**config.mk**
```make
export PLATFORM = sky130hd
export DESIGN_NAME = tree_search_walker
export DESIGN_NICKNAME = d
export VERILOG_FILES = /design/src/rtl/tree_search_walker.sv
export SDC_FILE = /design/constraint.sdc
export NUM_CORES = 1
export LEC_CHECK = 0
export CORE_MARGIN = 1
export CORE_UTILIZATION = 45
export DETAILED_ROUTE_END_ITERATION = 8
export PLACE_DENSITY = 0.76
export REMOVE_ABC_BUFFERS = 1
export SLEW_MARGIN = 30
export SYNTH_ARGS = -nofsm -noshare
export SYNTH_HDL_FRONTEND = slang
export SYNTH_SLANG_ARGS = --single-unit
```
**constraint.sdc**
```tcl
create_clock -name clk_in -period 2.64 [get_ports clk_in]
set_input_delay 0.528 -clock clk_in [delete_from_list [all_inputs] [get_ports clk_in]]
set_output_delay 0.528 -clock clk_in [all_outputs]
set_load 0.01 [all_outputs]
```
**src/rtl/tree_search_walker.sv**
```systemverilog
// tree_search_walker: single-lookup binary tree walker over a node store.
// Optional TREE_WALK_HOPS_EN adds resp_hops_out (nodes visited per lookup).
module tree_search_walker #(
    parameter int WORD_SIZE    = 16,
    parameter int POINTER_SIZE = 16,
    parameter int MAX_DEPTH    = 16,
    parameter int ROOT_POINTER = 0
) (
    input  logic                    clk_in,
    input  logic                    rst_in,
    input  logic                    req_valid_in,
    output logic                    req_ready_out,
    input  logic [WORD_SIZE-1:0]    req_key_in,
    output logic                    node_rd_en_out,
    output logic [POINTER_SIZE-1:0] node_addr_out,
    input  logic [WORD_SIZE-1:0]    data_word_in,
    input  logic [POINTER_SIZE-1:0] left_pointer_in,
    input  logic [POINTER_SIZE-1:0] right_pointer_in,
    input  logic                    valid_bit_in,
    input  logic                    left_pointer_valid_bit_in,
    input  logic                    right_pointer_valid_bit_in,
    output logic                    resp_valid_out,
    input  logic                    resp_ready_in,
    output logic                    resp_hit_out,
    output logic [POINTER_SIZE-1:0] resp_pointer_out,
    output logic                    resp_error_out
`ifdef TREE_WALK_HOPS_EN
    ,
    output logic [$clog2(MAX_DEPTH+1)-1:0] resp_hops_out
`endif
);
    localparam int HW = $clog2(MAX_DEPTH + 1);
    localparam logic [HW-1:0] MAXD = HW'(MAX_DEPTH);
    localparam logic [POINTER_SIZE-1:0] ROOT = POINTER_SIZE'(ROOT_POINTER);

    typedef enum logic [1:0] {IDLE, FETCH, EVAL, DONE} state_t;

    state_t                  r_state;
    logic [WORD_SIZE-1:0]    r_key;
    logic [POINTER_SIZE-1:0] r_cur;
    logic [HW-1:0]           r_hops;

    logic [HW-1:0]           w_hops_next;
    logic                    w_eq;
    logic                    w_lt;
    logic                    w_child_ok;
    logic                    w_depth_ok;
    logic [POINTER_SIZE-1:0] w_child;
    logic                    w_stop;

    assign w_hops_next = r_hops + 1'b1;
    assign w_eq        = r_key == data_word_in;
    assign w_lt        = r_key < data_word_in;
    assign w_child_ok  = w_lt ? left_pointer_valid_bit_in : right_pointer_valid_bit_in;
    assign w_child     = w_lt ? left_pointer_in : right_pointer_in;
    assign w_depth_ok  = w_hops_next < MAXD;
    assign w_stop      = !valid_bit_in || w_eq || !w_child_ok || !w_depth_ok;

`ifdef TREE_WALK_HOPS_EN
    assign resp_hops_out = r_hops;
`endif

    always_ff @(posedge clk_in or posedge rst_in) begin
        if (rst_in) begin
            r_state          <= IDLE;
            r_key            <= '0;
            r_cur            <= '0;
            r_hops           <= '0;
            req_ready_out    <= 1'b1;
            node_rd_en_out   <= 1'b0;
            node_addr_out    <= '0;
            resp_valid_out   <= 1'b0;
            resp_hit_out     <= 1'b0;
            resp_pointer_out <= '0;
            resp_error_out   <= 1'b0;
        end else begin
            case (r_state)
                IDLE: if (req_valid_in) begin
                    r_key          <= req_key_in;
                    r_cur          <= ROOT;
                    r_hops         <= '0;
                    req_ready_out  <= 1'b0;
                    node_rd_en_out <= 1'b1;
                    node_addr_out  <= ROOT;
                    r_state        <= FETCH;
                end
                FETCH: begin
                    node_rd_en_out <= 1'b0;
                    r_state        <= EVAL;
                end
                EVAL: begin
                    r_hops <= w_hops_next;
                    if (w_stop) begin
                        resp_valid_out   <= 1'b1;
                        resp_hit_out     <= valid_bit_in && w_eq;
                        resp_pointer_out <= (valid_bit_in && w_eq) ? r_cur : '0;
                        // error only when a real child exists but the depth budget is spent
                        resp_error_out   <= valid_bit_in && !w_eq && w_child_ok && !w_depth_ok;
                        r_state          <= DONE;
                    end else begin
                        r_cur          <= w_child;
                        node_rd_en_out <= 1'b1;
                        node_addr_out  <= w_child;
                        r_state        <= FETCH;
                    end
                end
                DONE: if (resp_ready_in) begin
                    resp_valid_out   <= 1'b0;
                    resp_hit_out     <= 1'b0;
                    resp_pointer_out <= '0;
                    resp_error_out   <= 1'b0;
                    req_ready_out    <= 1'b1;
                    r_state          <= IDLE;
                end
                default: r_state <= IDLE;
            endcase
        end
    end
endmodule

```
==> flow_summary.json <==
{
  "cts_sinks": 60,
  "die_area_mm2": 0.007345,
  "layout-drive-gt1-share": 0.1452,
  "io_pins": 108,
  "synth_area_mm2": 0.003153,
  "final_cells": 523,
  "start_util": 0.4641,
  "final.setup_skew_ns": 0.007577,
  "hold_viol": 0,
  "drc_errors": 0,
  "die_x_um": 85.71,
  "grt_first_pass_wirelength_mm": 13.39,
  "cp-end-kind": "flop",
  "layout_commonest_cell": "clkdlybuf4s50_1",
  "rows": 30,
  "most-common-layout-cells": "clkdlybuf4s50_1, dfrtp_1, nand2_1, mux2i_1, o21ai_1",
  "num_vias": 2760,
  "crit_fanout": 6,
  "cts_made_buffers": 9,
  "clk_pin_slew_ns": 0.07,
  "core_area_mm2": 0.006794,
  "placedCellCount": 501,
  "routed_wl_mm": 8.184,
  "total_power_w": 0.004312,
  "holdWs_ns": 0.3887,
  "clock_latency_ns": 0.33,
  "portBuffers": 107,
  "drt_iter0_markers": 158,
  "pre_cts_ws_ns": -0.2992,
  "antennaDiodeCount": 0,
  "slew_headroom": 0.4761,
  "rrSetupSlack_ns": 0.37,
  "setup_viol": 0,
  "overflow": 0,
  "finalCritPeriodShare": 0.9817,
  "grt_pass1_vias": 2907,
  "finalNetCount": 510,
  "run_status": "completed",
  "cts_tree": "done",
  "fillers": 538,
  "cp_cell_sequence": "clkdlybuf4s50_1 > inv_1 > ha_1 > nand4_1 > nor2_1 > a221oi_2 > nand3_4 > mux2_4 > buf_4 > mux2i_1",
  "ys_types": 36,
  "final_util": 0.6910,
  "tightest_slew_ns": 0.7806,
  "cpLargestDelayFamily": "buffers and inverters",
  "cp_data_required_time_ns": 2.85,
  "max-cap-violations": 0,
  "crit_slowest_cell": "clkdlybuf4s50_1",
  "ant_nets": 0,
  "fmax_mhz": 385.8,
  "place.gp.congestion": 0.8017,
  "fin_crit_ns": 2.592,
  "h-tree-depth": 3,
  "antenna_found_initial": 0,
  "place_hpwl_mm": 5.794,
  "cp_slowest_stage_delay_ns": 0.46,
  "clk_path_buf_depth": 2,
  "p_leak_nw": 2.171,
  "vdd_ir_drop_max_mv": 0.5030,
  "area_delta_synth_final_pct": 48.89,
  "drv_slew": 0,
  "via_per_inst": 5.277,
  "arrival_ns": 2.80,
  "synthCells": 298,
  "path_buf_inv": 3,
  "avgRoutedWirePerCell_um": 15.65,
  "seq_area_frac_synth": 0.4766,
  "firstDrtPassIters": 4,
  "cts-root-buf": "clkbuf_8",
  "hold_path.class": "input pin to async pin",
  "power.density_mw_per_mm2": 918.6,
  "ys.warnings.count": 0,
  "die_h_um": 85.71,
  "grt_max_degree": 30,
  "critPathKind": "input pin to flop",
  "setup_slack_ns": 0.04818,
  "syn_avg_cell_area_um2": 10.58,
  "track_usage": 0.2392,
  "synth-seq-cells": 60,
  "critPathLaunchType": "input pin"
}
[final timing paths]
| kind | from | endpoint | depth (start not counted) |
|---|---|---|---|
| worst min-delay path | rst_in | r_key[3] | 2 |
| max in group asynchronous | rst_in | req_ready_out | 3 |
| worst min register to register | r_hops[4] | r_hops[4] | 1 |
| worst max register to register | r_key[14] | r_cur[10] | 9 |
| worst max-delay path | data_word_in[14] | r_cur[1] | 10 |
| min in group clk_in | r_hops[4] | r_hops[4] | 1 |
[per-layer routing]
metal | vias up | track usage | routed length, um
li1 | 1312 | - | -
met1 | 1344 | 0.2795 | 3309
met2 | 88 | 0.4175 | 4306
met3 | 16 | 0.06545 | 379
met4 | 0 | 0.09545 | 188
met5 | - | 0 | 0
[timing repair]
action | 4_1_cts | 5_1_grt
endpoints found under the setup margin | 16 | 35
cloned | 0 | 0
pin swaps | 0 | 5
hold buffers | 0 | 0
gates resized for setup | 1 | 5
hold endpoints to repair | 0 | 0
buffers inserted | 0 | 6
[through the flow]
stage	instance area [um^2]	TNS, ns
3_3_place_gp	4402	-7.107
4_1_cts	4611	0
3_5_place_dp	4402	-9.142
5_1_grt	4695	-0.4370
6_report	4695	0
2_1_floorplan	3065	-0.09780
[cells in the mapped netlist (all sizes together)]
cell type	count	area share
nand4	6	0.012
nand2b	1	0.0020
dfstp	1	0.0083
nor4	1	0.0020
a21bo	1	0.0032
inv	17	0.020
nand2	43	0.051
xor2	1	0.0028
a221oi	1	0.0048
a21o	2	0.0048
nand3	9	0.016
clkinv	1	0.0012
buf	9	0.019
and3	1	0.0020
o21ai	24	0.038
nor2b	4	0.0079
mux2	19	0.069
o211ai	1	0.0024
ha	17	0.067
a22o	4	0.011
clkbuf	7	0.0083
a2111o	1	0.0036
nor2	4	0.0048
a22oi	16	0.038
o32a	1	0.0032
nor3	2	0.0032
a21oi	11	0.017
mux2i	33	0.10
dfrtp	59	0.47
and4	1	0.0028
[flip-flops by register name, summed over array words and instances, names as in the netlist]
name and flops:
r_state 2, resp_valid_out 1, resp_pointer_out 16, resp_hit_out 1, req_ready_out 1, resp_error_out 1
node_rd_en_out 1, r_key 16, r_cur 16, r_hops 5
[final cells by class]
type	count	area (um^2)	area share
Sequential cell	60	1503	0.3201
Inverter	18	67.56	0.01439
Tap cell	96	120.1	0.02559
Timing Repair Buffer	129	1277	0.2721
Clock inverter	4	47.55	0.01013
Multi-Input combinational cell	204	1524	0.3246
Clock buffer	12	155.1	0.03305
[power by group]
part | switching, W | internal, W | total (W) | leakage, nW
combinational | 0.000918 | 0.00104 | 0.00196 | 1.29
sequential | 0.000269 | 0.00125 | 0.00152 | 0.774
clock | 0.000353 | 0.000485 | 0.000837 | 0.102
[cells by family after synthesis]
kind of cell             Yosys count  synth area share
AO/OA/AOI/OAI                     62            0.1266
XOR/XNOR                           1          0.002778
adder cells (fa/ha/maj)           17           0.06746
buffers and inverters             34           0.04920
flip-flops                        60            0.4766
multiplexers                      52            0.1738
AND/OR/NAND/NOR                   72            0.1036
Note: power is estimated with default switching activity, not from simulation.
